**config.mk**
```make
export PLATFORM = sky130hd
export DESIGN_NAME = booth_mult_seq
export DESIGN_NICKNAME = d
export VERILOG_FILES = /design/src/rtl/booth_mult_seq.sv
export SDC_FILE = /design/constraint.sdc
export NUM_CORES = 1
export LEC_CHECK = 0
export BUFFER_PORTS_ARGS = -buffer_cell sky130_fd_sc_hd__buf_2
export CORE_ASPECT_RATIO = 0.9
export CORE_UTILIZATION = 60
export DETAILED_ROUTE_END_ITERATION = 8
export GPL_TIMING_DRIVEN = 1
export MAX_ROUTING_LAYER = met4
export PLACE_DENSITY = 0.81
export SYNTH_ARGS = -nofsm -noshare
export SYNTH_HDL_FRONTEND = slang
export SYNTH_SLANG_ARGS = --single-unit
```
**constraint.sdc**
```tcl
create_clock -name clk -period 3.43 [get_ports clk]
set_input_delay 0.343 -clock clk [delete_from_list [all_inputs] [get_ports clk]]
set_output_delay 0.343 -clock clk [all_outputs]
set_load 0.01 [all_outputs]
```
**src/rtl/booth_mult_seq.sv**
```systemverilog
// booth_mult_seq
//   Iterative radix-2 Booth multiplier. One Booth step per clock; operands are
//   accepted through a valid/ready handshake and the product is offered through
//   a second valid/ready handshake. The signed/unsigned mode is chosen per
//   transaction.
//
//   Both operands are widened to WIDTH+1 bits, with the extra bit holding the
//   sign or zero extension. The multiplier is therefore always a signed
//   (WIDTH+1)-bit value, and WIDTH+1 Booth steps produce the exact product in
//   both modes, including the unsigned maximum and the most-negative signed
//   value.
//
// Ports
//   clk          clock, rising edge
//   rst          synchronous reset, active-high
//   in_valid     operands valid
//   in_ready     ready to accept operands (IDLE only)
//   in_signed    1: two's-complement operands, 0: unsigned
//   in_a         multiplicand, WIDTH bits
//   in_b         multiplier, WIDTH bits
//   out_valid    out_product valid
//   out_ready    consumer accepts the result
//   out_product  product, 2*WIDTH bits, held until the next result is written
//   busy         high while computing or presenting a result
module booth_mult_seq #(
    parameter int WIDTH = 4
) (
    input  logic                 clk,
    input  logic                 rst,
    input  logic                 in_valid,
    output logic                 in_ready,
    input  logic                 in_signed,
    input  logic [WIDTH-1:0]     in_a,
    input  logic [WIDTH-1:0]     in_b,
    output logic                 out_valid,
    input  logic                 out_ready,
    output logic [2*WIDTH-1:0]   out_product,
    output logic                 busy
);

    localparam int EW = WIDTH + 1;           // extended operand width
    localparam int AW = WIDTH + 2;           // accumulator width, never overflows
    localparam int CW = $clog2(WIDTH + 1);   // iteration counter width

    typedef enum logic [1:0] {
        S_IDLE,
        S_CALC,
        S_DONE
    } state_t;

    state_t             state_reg;
    logic [EW-1:0]      m_reg;
    logic [EW-1:0]      q_reg;
    logic [AW-1:0]      a_reg;
    logic               q_m1_reg;
    logic [CW-1:0]      cnt_reg;
    logic [2*WIDTH-1:0] prod_reg;
    logic               in_ready_reg;
    logic               out_valid_reg;
    logic               busy_reg;

    // Operand extension: low bits pass through, the top bit is the sign bit
    // in signed mode and zero in unsigned mode.
    logic [EW-1:0] a_ext;
    logic [EW-1:0] b_ext;

    genvar gi;
    generate
        for (gi = 0; gi < WIDTH; gi++) begin : g_ext
            assign a_ext[gi] = in_a[gi];
            assign b_ext[gi] = in_b[gi];
        end
    endgenerate
    assign a_ext[WIDTH] = in_signed & in_a[WIDTH-1];
    assign b_ext[WIDTH] = in_signed & in_b[WIDTH-1];

    // One Booth step: conditional add/subtract, then an arithmetic shift right
    // of {A, Q, q_m1}.
    logic [AW-1:0]      m_sext;
    logic [AW-1:0]      a_sum;
    logic [AW-1:0]      a_next;
    logic [EW-1:0]      q_next;
    logic               q_m1_next;
    logic [2*WIDTH-1:0] prod_next;

    assign m_sext = {m_reg[EW-1], m_reg};

    always_comb begin
        a_sum = a_reg;
        case ({q_reg[0], q_m1_reg})
            2'b01:   a_sum = a_reg + m_sext;
            2'b10:   a_sum = a_reg - m_sext;
            default: a_sum = a_reg;
        endcase
    end

    assign a_next    = {a_sum[AW-1], a_sum[AW-1:1]};
    assign q_next    = {a_sum[0], q_reg[EW-1:1]};
    assign q_m1_next = q_reg[0];
    // Low 2*WIDTH bits of {A, Q} after the shift: all of Q plus the low
    // WIDTH-1 bits of A.
    assign prod_next = {a_next[WIDTH-2:0], q_next};

    always_ff @(posedge clk) begin
        if (rst) begin
            state_reg     <= S_IDLE;
            m_reg         <= '0;
            q_reg         <= '0;
            a_reg         <= '0;
            q_m1_reg      <= 1'b0;
            cnt_reg       <= '0;
            prod_reg      <= '0;
            in_ready_reg  <= 1'b1;
            out_valid_reg <= 1'b0;
            busy_reg      <= 1'b0;
        end else begin
            case (state_reg)
                S_IDLE: begin
                    if (in_valid) begin
                        m_reg        <= a_ext;
                        q_reg        <= b_ext;
                        a_reg        <= '0;
                        q_m1_reg     <= 1'b0;
                        cnt_reg      <= CW'(WIDTH);
                        state_reg    <= S_CALC;
                        in_ready_reg <= 1'b0;
                        busy_reg     <= 1'b1;
                    end
                end
                S_CALC: begin
                    a_reg    <= a_next;
                    q_reg    <= q_next;
                    q_m1_reg <= q_m1_next;
                    cnt_reg  <= cnt_reg - CW'(1);
                    // Counter runs WIDTH..0, giving WIDTH+1 steps in total.
                    if (cnt_reg == '0) begin
                        prod_reg      <= prod_next;
                        out_valid_reg <= 1'b1;
                        state_reg     <= S_DONE;
                    end
                end
                S_DONE: begin
                    if (out_ready) begin
                        out_valid_reg <= 1'b0;
                        busy_reg      <= 1'b0;
                        in_ready_reg  <= 1'b1;
                        state_reg     <= S_IDLE;
                    end
                end
                default: begin
                    state_reg     <= S_IDLE;
                    in_ready_reg  <= 1'b1;
                    out_valid_reg <= 1'b0;
                    busy_reg      <= 1'b0;
                end
            endcase
        end
    end

    assign in_ready    = in_ready_reg;
    assign out_valid   = out_valid_reg;
    assign out_product = prod_reg;
    assign busy        = busy_reg;

endmodule

```
==> impl_metrics.env, run 1 <==
export IMPL_cp_arrival_ps=2620
export IMPL_dp_hpwl_um=2404
export IMPL_wl_per_cell_um=13.43
export IMPL_r2r_cells=10
export IMPL_path_max_fanout=5
export IMPL_syn_instance_count=195
export IMPL_synth_top_cells_by_area="sky130_fd_sc_hd__dfxtp_1 (40%), sky130_fd_sc_hd__nor2_1 (7.9%), sky130_fd_sc_hd__ha_1 (7.0%)"
export IMPL_post_route_cells_drive_above_1_share=0.1767
export IMPL_tritoncts_num_buffers=5
export IMPL_critPathRequiredTime_ps=3620
export IMPL_status="finished clean"
export IMPL_met1_usage=0.2886
export IMPL_yosysWarningCount=0
export IMPL_detail_route_wirelength_um=3263
export IMPL_pwr_density_cell_nw_per_um2=515.4
export IMPL_fp_rows=17
export IMPL_hold_depth=3
export IMPL_hold_path_class="in -> reg"
export IMPL_grt_pass1_vias=1242
export IMPL_synthToLayoutAreaGrowth_pct=10.12
export IMPL_max_cap_violations=0
export IMPL_overflow=0
export IMPL_maxClockFrequency_ghz=0.4116
export IMPL_regToRegSetupSlack_ps=1000
export IMPL_proportion_of_synthesized_chip_area_in_sequential_cells=0.3957
export IMPL_gp_routability_congestion=0.7636
export IMPL_port_buffers=23
export IMPL_hold_end="m_reg[2]"
export IMPL_crit_path_end_kind="flop"
export IMPL_i_o_pin_cnt=24
export IMPL_syn_avg_cell_area_um2=8.303
export IMPL_detailedRoute_firstIterationViolations=59
export IMPL_clock_root_buffer="sky130_fd_sc_hd__clkbuf_4"
export IMPL_crit_slowest_cell="sky130_fd_sc_hd__dfxtp_1"
export IMPL_accumulated_negative_setup_slack_ps=0
export IMPL_cts_repair_resize_count=0
export IMPL_die_w_um=56.76
export IMPL_clock_tree_htree_level_count=2
export IMPL_hold_buffers=0
export IMPL_path_delay_family="multiplexers"
export IMPL_synth_cell_type_count=35
export IMPL_synth_nets=218
export IMPL_die_y_um=51.28
export IMPL_synthDominantCellAreaShare=0.3957
export IMPL_cts_repair_timing_setup_buffer_count=0
export IMPL_cp_cell_sequence="inv_1 -> ha_1 -> mux2_2 -> inv_1 -> ha_1 -> nor2b_1 -> o21ai_0 -> mux2_2 -> o21ai_0 -> a21oi_1"
export IMPL_irDropWorstVdd_mv=0.3356
export IMPL_hold_viol=0
export IMPL_maximum_number_of_pins_on_one_net_before_global_route_repair=34
export IMPL_grt_pass1_wl_um=5278
export IMPL_finalHoldWorstSlack_ps=238.3
export IMPL_timing_max_slew_rel_slack=0.3227
export IMPL_r2r_end="a_reg[2]"
export IMPL_num_vias=1392
export IMPL_antenna_cells=0
export IMPL_grt_antenna_before_repair=0
export IMPL_finish_net_count=237
export IMPL_tritoncts="yes"
export IMPL_insertion_delay_ps=330
export IMPL_cp_slowest_stage_delay_ps=420
export IMPL_crit_reg2reg_launch="m_reg[0]"
export IMPL_max_reg_flops=8
export IMPL_p_leak_nw=0.7408
export IMPL_numClockSinks=32
export IMPL_grt_util_all_layers=0.2524
export IMPL_worstHoldStart="in_a[2]"
export IMPL_cp_num_buf_inv=2
export IMPL_unrepaired_setup_endpoints_after_global_routing="false"
export IMPL_critical_path_startpoint_type="flop"
export IMPL_tightest_slew_ps=1012
export IMPL_dieArea_um2=2910
export IMPL_most_frequent_cells_in_the_layout="sky130_fd_sc_hd__nor2_1 (34), sky130_fd_sc_hd__dfxtp_1 (32), sky130_fd_sc_hd__nand2_1 (23), sky130_fd_sc_hd__buf_2 (23), sky130_fd_sc_hd__a21oi_1 (16)"
export IMPL_grt_busiest_layer="met2"
export IMPL_netlist_area_um2=1619
export IMPL_final_max_tran_viols=0
export IMPL_postRouteAntennaNets=0
export IMPL_yosys_area_top_type="sky130_fd_sc_hd__dfxtp_1"
export IMPL_met2_capacity_usage_during_global_routing=0.4107
export IMPL_initial_core_util=0.6451
export IMPL_route_detailed_drc=0
export IMPL_setup_viol=0
export IMPL_finalWorstPathRequiredPeriod_ps=2430
export IMPL_layout_cells_most_common="sky130_fd_sc_hd__nor2_1"
export IMPL_global_route_usage_met3=0.07848
export IMPL_drt_vias_per_instance=5.728
export IMPL_worst_clock_skew_ps=8.119
export IMPL_final_period_utilization=0.7084
export IMPL_setup_worst_path_class="reg -> reg"
export IMPL_clock_path_buffers=2
export IMPL_path_depth=10
export IMPL_design_core_area_um2=2510
export IMPL_clk_pin_slew_worst_paths_ps=100
export IMPL_synth_seq_cells=32
export IMPL_drtPass1Iterations=4
[area by class of cell]
| cell class | instances | area, um2 |
|---|---|---|
| sequential | 32 | 640.6 |
| multi-input combinational | 143 | 897.1 |
| clock inverter | 2 | 10.01 |
| clock buffer | 6 | 51.30 |
| timing repair buffer | 23 | 115.1 |
| fill | 202 | 726.9 |
| inverter | 9 | 33.78 |
| tap | 28 | 35.03 |
[synthesized netlist by cell type]
library cell	count
sky130_fd_sc_hd__nand3b_1	2
sky130_fd_sc_hd__o2111ai_1	1
sky130_fd_sc_hd__a21oi_1	16
sky130_fd_sc_hd__a211oi_1	1
sky130_fd_sc_hd__o21ai_1	1
sky130_fd_sc_hd__o41ai_2	1
sky130_fd_sc_hd__nor3b_1	2
sky130_fd_sc_hd__clkbuf_1	6
sky130_fd_sc_hd__nor2b_1	3
sky130_fd_sc_hd__a22oi_1	3
sky130_fd_sc_hd__buf_2	5
sky130_fd_sc_hd__a311oi_1	4
sky130_fd_sc_hd__nor4_2	1
sky130_fd_sc_hd__o21ai_0	5
sky130_fd_sc_hd__a21o_1	1
sky130_fd_sc_hd__nand2b_1	3
sky130_fd_sc_hd__nand3_1	3
sky130_fd_sc_hd__fa_1	1
sky130_fd_sc_hd__nor2_1	34
sky130_fd_sc_hd__dfxtp_1	32
sky130_fd_sc_hd__mux2_2	2
sky130_fd_sc_hd__xor2_1	1
sky130_fd_sc_hd__nand2_1	23
sky130_fd_sc_hd__or2_2	2
sky130_fd_sc_hd__ha_1	9
sky130_fd_sc_hd__xnor2_1	5
sky130_fd_sc_hd__nand4b_1	1
sky130_fd_sc_hd__a32oi_1	2
sky130_fd_sc_hd__a22o_1	1
sky130_fd_sc_hd__inv_1	9
sky130_fd_sc_hd__nor3_1	3
sky130_fd_sc_hd__nor2_2	1
sky130_fd_sc_hd__and2_1	1
sky130_fd_sc_hd__o21a_1	1
sky130_fd_sc_hd__mux2i_1	9
[power breakdown]
part | internal [W] | switching [W] | total (W)
Sequential | 0.000403 | 0.0000281 | 0.000431
Combinational | 0.000116 | 0.000151 | 0.000268
Clock | 0.0000973 | 0.000123 | 0.000220
Total | 0.000617 | 0.000302 | 0.000919
[cells by family after synthesis]
group | share of synthesized area
simple gates | 0.2210
compound gates | 0.1492
flops | 0.3957
buf+inv | 0.05023
mux | 0.06955
fa+ha+maj | 0.08192
xor+xnor | 0.03246
[metrics by stage]
| stage | worst slack [ps] | cells | total power (W) | cell area, um2 | utilization |
|---|---|---|---|---|---|
| after global routing | 851.5 | 243 | 0.0009782 | 1783 | 0.7104 |
| after CTS | 994.2 | 243 | 0.0009239 | 1783 | 0.7104 |
| final | 1000 | 243 | 0.0009189 | 1783 | 0.7104 |
| after floorplan | 1215 | 195 | 0.0006440 | 1619 | - |
| after detailed placement | 1021 | 235 | 0.0007034 | 1722 | 0.6859 |
| after global placement | 1139 | 235 | 0.0006902 | 1722 | 0.6859 |
[worst register-to-register path, stage by stage (launching register included)]
cell and delay (ps):
sky130_fd_sc_hd__dfxtp_1 420, sky130_fd_sc_hd__inv_1 70, sky130_fd_sc_hd__ha_1 290, sky130_fd_sc_hd__mux2_2 300, sky130_fd_sc_hd__inv_1 70, sky130_fd_sc_hd__ha_1 210, sky130_fd_sc_hd__nor2b_1 140, sky130_fd_sc_hd__o21ai_0 170
sky130_fd_sc_hd__mux2_2 360, sky130_fd_sc_hd__o21ai_0 180, sky130_fd_sc_hd__a21oi_1 90
[worst max-delay path by stage]
stage / startpoint / to / slack [ps]
2_1_floorplan: m_reg[0] / a_reg[2] / 1210
3_3_place_gp: m_reg[0] / a_reg[2] / 1140
3_5_place_dp: m_reg[0] / a_reg[2] / 1020
4_1_cts: m_reg[0] / a_reg[2] / 990
5_1_grt: q_reg[0] / a_reg[2] / 850
6_report: m_reg[0] / a_reg[2] / 1000
[metal layers]
layer	share of wire	vias to the layer above
li1	-	705
met1	0.46	655
met2	0.49	27
met3	0.038	5
met4	0.014	0
met5	0	-
Power figures use the tool's default switching activity.
==> run 2, diff against run 1 <==
- CORE_UTILIZATION: 60 -> 50
- PLACE_DENSITY: 0.81 -> 0.72
- clock period: 3.43 -> 2.1 ns (I/O delays scaled with it)
==> run 2 against run 1 <==
  * Combinational power is 96% higher
  * Hold slack worse by 140 ps
  * Critical endpoint unchanged
  * Clock power is 110% higher
  * Cell area is 9.1% higher
  * Sequential share of layout area is 2.8 points lower
  * Total power is 85% higher
  * Sequential power is 63% higher
  * Sequential cell count stayed put
==> impl_metrics.env, run 2 (synthesis results as in run 1) <==
export IMPL_met1_usage=0.3142
export IMPL_max_reg_flops=8
export IMPL_pwr_density_cell_nw_per_um2=871.7
export IMPL_detailedRoute_firstIterationViolations=65
export IMPL_port_buffers=23
export IMPL_grt_antenna_before_repair=0
export IMPL_insertion_delay_ps=340
export IMPL_max_cap_violations=0
export IMPL_p_total_w=0.001696
export IMPL_postRouteAntennaNets=0
export IMPL_irDropWorstVdd_mv=0.6955
export IMPL_setup_viol=0
export IMPL_gp_routability_congestion=0.8391
export IMPL_detail_route_wirelength_um=3834
export IMPL_design_core_area_um2=3067
export IMPL_global_route_usage_met3=0.07674
export IMPL_grt_pass1_vias=1380
export IMPL_clk_pin_slew_worst_paths_ps=110
export IMPL_wl_per_cell_um=14.58
export IMPL_clock_path_buffers=2
export IMPL_fp_rows=19
export IMPL_final_period_utilization=0.9751
export IMPL_hold_viol=0
export IMPL_critical_path_startpoint_type="flop"
export IMPL_fill_cells=261
export IMPL_numClockSinks=32
export IMPL_i_o_pin_cnt=24
export IMPL_post_route_cells_drive_above_1_share=0.2715
export IMPL_crit_reg2reg_launch="m_reg[1]"
export IMPL_hold_buffers=0
export IMPL_finish_utilization=0.6344
export IMPL_critPathRequiredTime_ps=2310
export IMPL_antenna_cells=0
export IMPL_status="finished clean"
export IMPL_worst_clock_skew_ps=8.374
export IMPL_finalHoldWorstSlack_ps=97.02
export IMPL_tritoncts="yes"
export IMPL_slack_of_the_critical_path_ps=52.32
export IMPL_drt_vias_per_instance=5.445
export IMPL_dieArea_um2=3470
export IMPL_unrepaired_setup_endpoints_after_global_routing="true"
export IMPL_initial_core_util=0.5279
export IMPL_die_y_um=55.99
export IMPL_final_max_tran_viols=0
export IMPL_grt_pass1_wl_um=6327
export IMPL_setup_worst_path_class="reg -> reg"
export IMPL_most_frequent_cells_in_the_layout="sky130_fd_sc_hd__nor2_1 (33), sky130_fd_sc_hd__dfxtp_1 (29), sky130_fd_sc_hd__nand2_1 (23), sky130_fd_sc_hd__buf_2 (23), sky130_fd_sc_hd__a21oi_1 (16)"
export IMPL_met2_capacity_usage_during_global_routing=0.4286
export IMPL_crit_path_end_kind="flop"
export IMPL_tightest_slew_ps=611.8
export IMPL_maximum_number_of_pins_on_one_net_before_global_route_repair=34
export IMPL_grt_busiest_layer="met2"
export IMPL_num_vias=1432
export IMPL_layout_cells_most_common="sky130_fd_sc_hd__nor2_1"
export IMPL_synthToLayoutAreaGrowth_pct=20.17
export IMPL_timing_max_slew_rel_slack=0.5922
export IMPL_drtPass1Iterations=4
export IMPL_clock_root_buffer="sky130_fd_sc_hd__clkbuf_4"
export IMPL_finalWorstPathRequiredPeriod_ps=2048
export IMPL_cp_arrival_ps=2260
export IMPL_grt_util_all_layers=0.2638
export IMPL_clock_tree_htree_level_count=2
export IMPL_worstHoldStart="in_a[2]"
export IMPL_route_detailed_drc=0
export IMPL_dp_hpwl_um=2627
export IMPL_finish_net_count=243
export IMPL_p_leak_nw=0.8015
export IMPL_tritoncts_num_buffers=5
export IMPL_dp_slack_ps=-108.8
export IMPL_hold_path_class="in -> reg"
export IMPL_path_max_fanout=2
export IMPL_setup_worst_path_start="m_reg[1]"
export IMPL_maxClockFrequency_ghz=0.4884
export IMPL_overflow=0
export IMPL_die_w_um=61.98
run 2: changes by cell type in the layout (fill, tap and decap cells not counted), sizes merged:
cell / before / now
buf: 23 / 29
bufinv: 0 / 1
clkinv: 2 / 1
run 2: layout make-up:
cell class | count | area [um2] | area share
Tap cell | 42 | 52.55 | 0.02701
Clock buffer | 6 | 41.29 | 0.02122
Multi-Input combinational cell | 143 | 975.9 | 0.5016
Sequential cell | 32 | 644.4 | 0.3312
Timing Repair Buffer | 29 | 160.2 | 0.08232
Clock inverter | 2 | 35.03 | 0.01801
Inverter | 9 | 36.28 | 0.01865
run 2: report_power, final:
part	leakage [nW]	internal, W	switching [W]
Combinational	0.496	0.000243	0.000281
Sequential	0.263	0.000659	0.0000436
Clock	0.0422	0.000249	0.000220
Total	0.802	0.00115	0.000545
run 2: critical path, stage by stage, from the launching register on:
cell	delay, ps
sky130_fd_sc_hd__dfxtp_2	350
sky130_fd_sc_hd__inv_2	40
sky130_fd_sc_hd__ha_4	220
sky130_fd_sc_hd__mux2_4	300
sky130_fd_sc_hd__inv_4	70
sky130_fd_sc_hd__ha_4	190
sky130_fd_sc_hd__nor2b_4	130
sky130_fd_sc_hd__o21ai_2	120
sky130_fd_sc_hd__mux2_4	320
sky130_fd_sc_hd__o21ai_2	110
sky130_fd_sc_hd__a21oi_1	70
run 2: per-stage QoR:
step,instances,TNS (ps),area [um2]
after floorplan,195,0,1625
after global placement,254,-77.12,1783
after detailed placement,254,-232.2,1783
after CTS,263,0,1926
after global routing,263,-29.10,1946
final,263,0,1946
run 2: final timing paths:
kind / end / slack (ps) / cells after the start
worst max-delay path: a_reg[2] / 50 / 10
worst min-delay path: m_reg[2] / 100 / 3
worst max register to register: a_reg[2] / 50 / 10
worst min register to register: cnt_reg[2] / 480 / 1
run 2: metal layers:
layer,wire [um],vias up
met5,0,-
li1,-,716
met4,44,0
met1,1647,677
met2,1962,32
met3,178,7
run 2: repair_timing:
action	in CTS	in global routing
resized for setup	12	7
setup buffers	1	1
pin swaps	5	5
setup endpoints to repair	4	5
==> run 3, diff against run 2 <==
- CORE_MARGIN: default -> 2
==> run 3 against run 2 <==
  * Clock skew is 2.5 ps higher
  * First-iteration DRC count is 3.1% higher
  * Cell count is 0.38% lower
  * Combinational power is 2% lower
  * Critical endpoint unchanged
==> impl_metrics.env, run 3 (synthesis results as in run 1) <==
export IMPL_status="finished clean"
export IMPL_critPathRequiredTime_ps=2300
export IMPL_crit_slowest_cell="sky130_fd_sc_hd__dfxtp_2"
export IMPL_cp_cell_sequence="inv_1 -> ha_4 -> mux2_4 -> inv_2 -> ha_4 -> nor2b_4 -> o21ai_2 -> mux2_4 -> o21ai_2 -> a21oi_1"
export IMPL_max_cap_violations=0
export IMPL_layout_cells_most_common="sky130_fd_sc_hd__nor2_1"
export IMPL_numClockSinks=32
export IMPL_hold_depth=3
export IMPL_crit_path_end_kind="flop"
export IMPL_hold_path_class="in -> reg"
export IMPL_i_o_pin_cnt=24
export IMPL_worst_clock_skew_ps=10.83
export IMPL_overflow=0
export IMPL_max_reg_flops=8
export IMPL_grt_util_all_layers=0.2259
export IMPL_insertion_delay_ps=340
export IMPL_cp_arrival_ps=2260
export IMPL_grt_pass1_wl_um=6168
export IMPL_tritoncts_num_buffers=5
export IMPL_finish_utilization=0.6242
export IMPL_irDropWorstVdd_mv=0.5221
export IMPL_regToRegSetupSlack_ps=40
export IMPL_fp_rows=19
export IMPL_path_max_fanout=2
export IMPL_detailedRoute_firstIterationViolations=67
export IMPL_hold_buffers=0
export IMPL_r2r_cells=10
export IMPL_drt_vias_per_instance=5.527
export IMPL_wl_per_cell_um=13.92
export IMPL_dp_cells=254
export IMPL_setup_viol=0
export IMPL_synthToLayoutAreaGrowth_pct=18.24
export IMPL_finish_net_count=242
export IMPL_slack_of_the_critical_path_ps=38.28
export IMPL_dieArea_um2=3710
export IMPL_most_frequent_cells_in_the_layout="sky130_fd_sc_hd__nor2_1 (33), sky130_fd_sc_hd__dfxtp_1 (28), sky130_fd_sc_hd__nand2_1 (23), sky130_fd_sc_hd__buf_2 (23), sky130_fd_sc_hd__a21oi_1 (16)"
export IMPL_port_buffers=23
export IMPL_crit_reg2reg_launch="m_reg[0]"
export IMPL_r2r_end="a_reg[2]"
export IMPL_die_y_um=57.99
export IMPL_post_route_cells_drive_above_1_share=0.2636
export IMPL_hold_end="m_reg[1]"
export IMPL_p_leak_nw=0.7822
export IMPL_tightest_slew_ps=583.3
export IMPL_setup_worst_path_start="m_reg[0]"
export IMPL_maxClockFrequency_ghz=0.4850
export IMPL_power_clock_fraction=0.236
export IMPL_num_vias=1448
export IMPL_clock_tree_htree_level_count=2
export IMPL_pint_w=0.001060
export IMPL_grt_antenna_before_repair=0
export IMPL_final_max_tran_viols=0
export IMPL_dp_hpwl_um=2651
export IMPL_die_w_um=63.98
export IMPL_final_period_utilization=0.9818
export IMPL_accumulated_negative_setup_slack_ps=0
export IMPL_hold_viol=0
export IMPL_cp_slowest_stage_delay_ps=330
export IMPL_grt_pass1_vias=1378
export IMPL_antenna_cells=0
export IMPL_unrepaired_setup_endpoints_after_global_routing="true"
export IMPL_share_comb_of_total_power=0.323
export IMPL_detail_route_wirelength_um=3646
export IMPL_clock_root_buffer="sky130_fd_sc_hd__clkbuf_4"
export IMPL_pwr_density_cell_nw_per_um2=833.8
export IMPL_postRouteAntennaNets=0
export IMPL_finalWorstPathRequiredPeriod_ps=2062
export IMPL_initial_core_util=0.5279
export IMPL_drtPass1Iterations=4
export IMPL_clock_path_buffers=2
export IMPL_layoutNonFillerInstCount=262
export IMPL_dp_slack_ps=-126.4
export IMPL_timing_max_slew_rel_slack=0.6111
export IMPL_worstHoldStart="in_a[1]"
export IMPL_critical_path_startpoint_type="flop"
export IMPL_clk_pin_slew_worst_paths_ps=90
export IMPL_route_detailed_drc=0
export IMPL_design_core_area_um2=3067
export IMPL_swShare=0.3362
export IMPL_setup_worst_path_class="reg -> reg"
export IMPL_maximum_number_of_pins_on_one_net_before_global_route_repair=34
export IMPL_p_switching_w=0.0005367
export IMPL_tritoncts="yes"
export IMPL_gp_routability_congestion=0.8928
export IMPL_seqPwrFrac=0.441
export IMPL_p_total_w=0.001596
run 3: stage by stage:
| stage | area [um2] | hold WS, ps |
|---|---|---|
| floorplan | 1625 | 338.4 |
| global placement | 1783 | 441.5 |
| detailed placement | 1783 | 447.1 |
| CTS | 1906 | 99.77 |
| global route | 1914 | 102.8 |
| finish | 1914 | 106.2 |
run 3: what timing repair did:
action                                  in CTS  in global routing
pin swaps                                    4                  4
endpoints found under the setup margin       6                  6
setup buffers                                0                  0
gates resized for setup                     13                  5
run 3: power by group through the flow:
stage,combinational [W],sequential (W),clock [W]
2_1_floorplan,0.000351,0.000708,0
3_3_place_gp,0.000441,0.000711,0
3_5_place_dp,0.000464,0.000714,0
4_1_cts,0.000501,0.000703,0.000387
5_1_grt,0.000567,0.000712,0.000417
6_report,0.000516,0.000704,0.000377
run 3: layout make-up:
| class | count | area (um2) |
|---|---|---|
| clock buffers | 7 | 55.05 |
| clock inverters | 1 | 7.507 |
| fillers | 266 | 1152 |
| inverters | 9 | 33.78 |
| multi-input cells | 143 | 967.2 |
| flip-flops and latches | 32 | 645.6 |
| well taps | 42 | 52.55 |
| repair buffers | 28 | 152.6 |
run 3: critical path, delay by kind of cell, from the launching register on:
kind | cells | cell delay [ps]
buffers and inverters | 2 | 150
AO/OA/AOI/OAI | 3 | 320
AND/OR/NAND/NOR | 1 | 120
flip-flops | 1 | 330
multiplexers | 2 | 620
adder cells (fa/ha/maj) | 2 | 390
run 3: how the worst max path moves through the flow:
stage,end,slack (ps),cells after the start
floorplan,a_reg[2],5,10
global placement,a_reg[2],-40,10
detailed placement,a_reg[2],-130,10
CTS,a_reg[2],20,10
global route,out_product[7],-60,9
finish,a_reg[2],40,10
run 3: routing by layer:
metal | part of all wire | up-vias | global-route usage
met5 | 0 | - | -
met4 | 0.019 | 0 | 0.09006
met3 | 0.042 | 9 | 0.06408
met2 | 0.50 | 37 | 0.3661
met1 | 0.44 | 691 | 0.2663
li1 | - | 711 | -
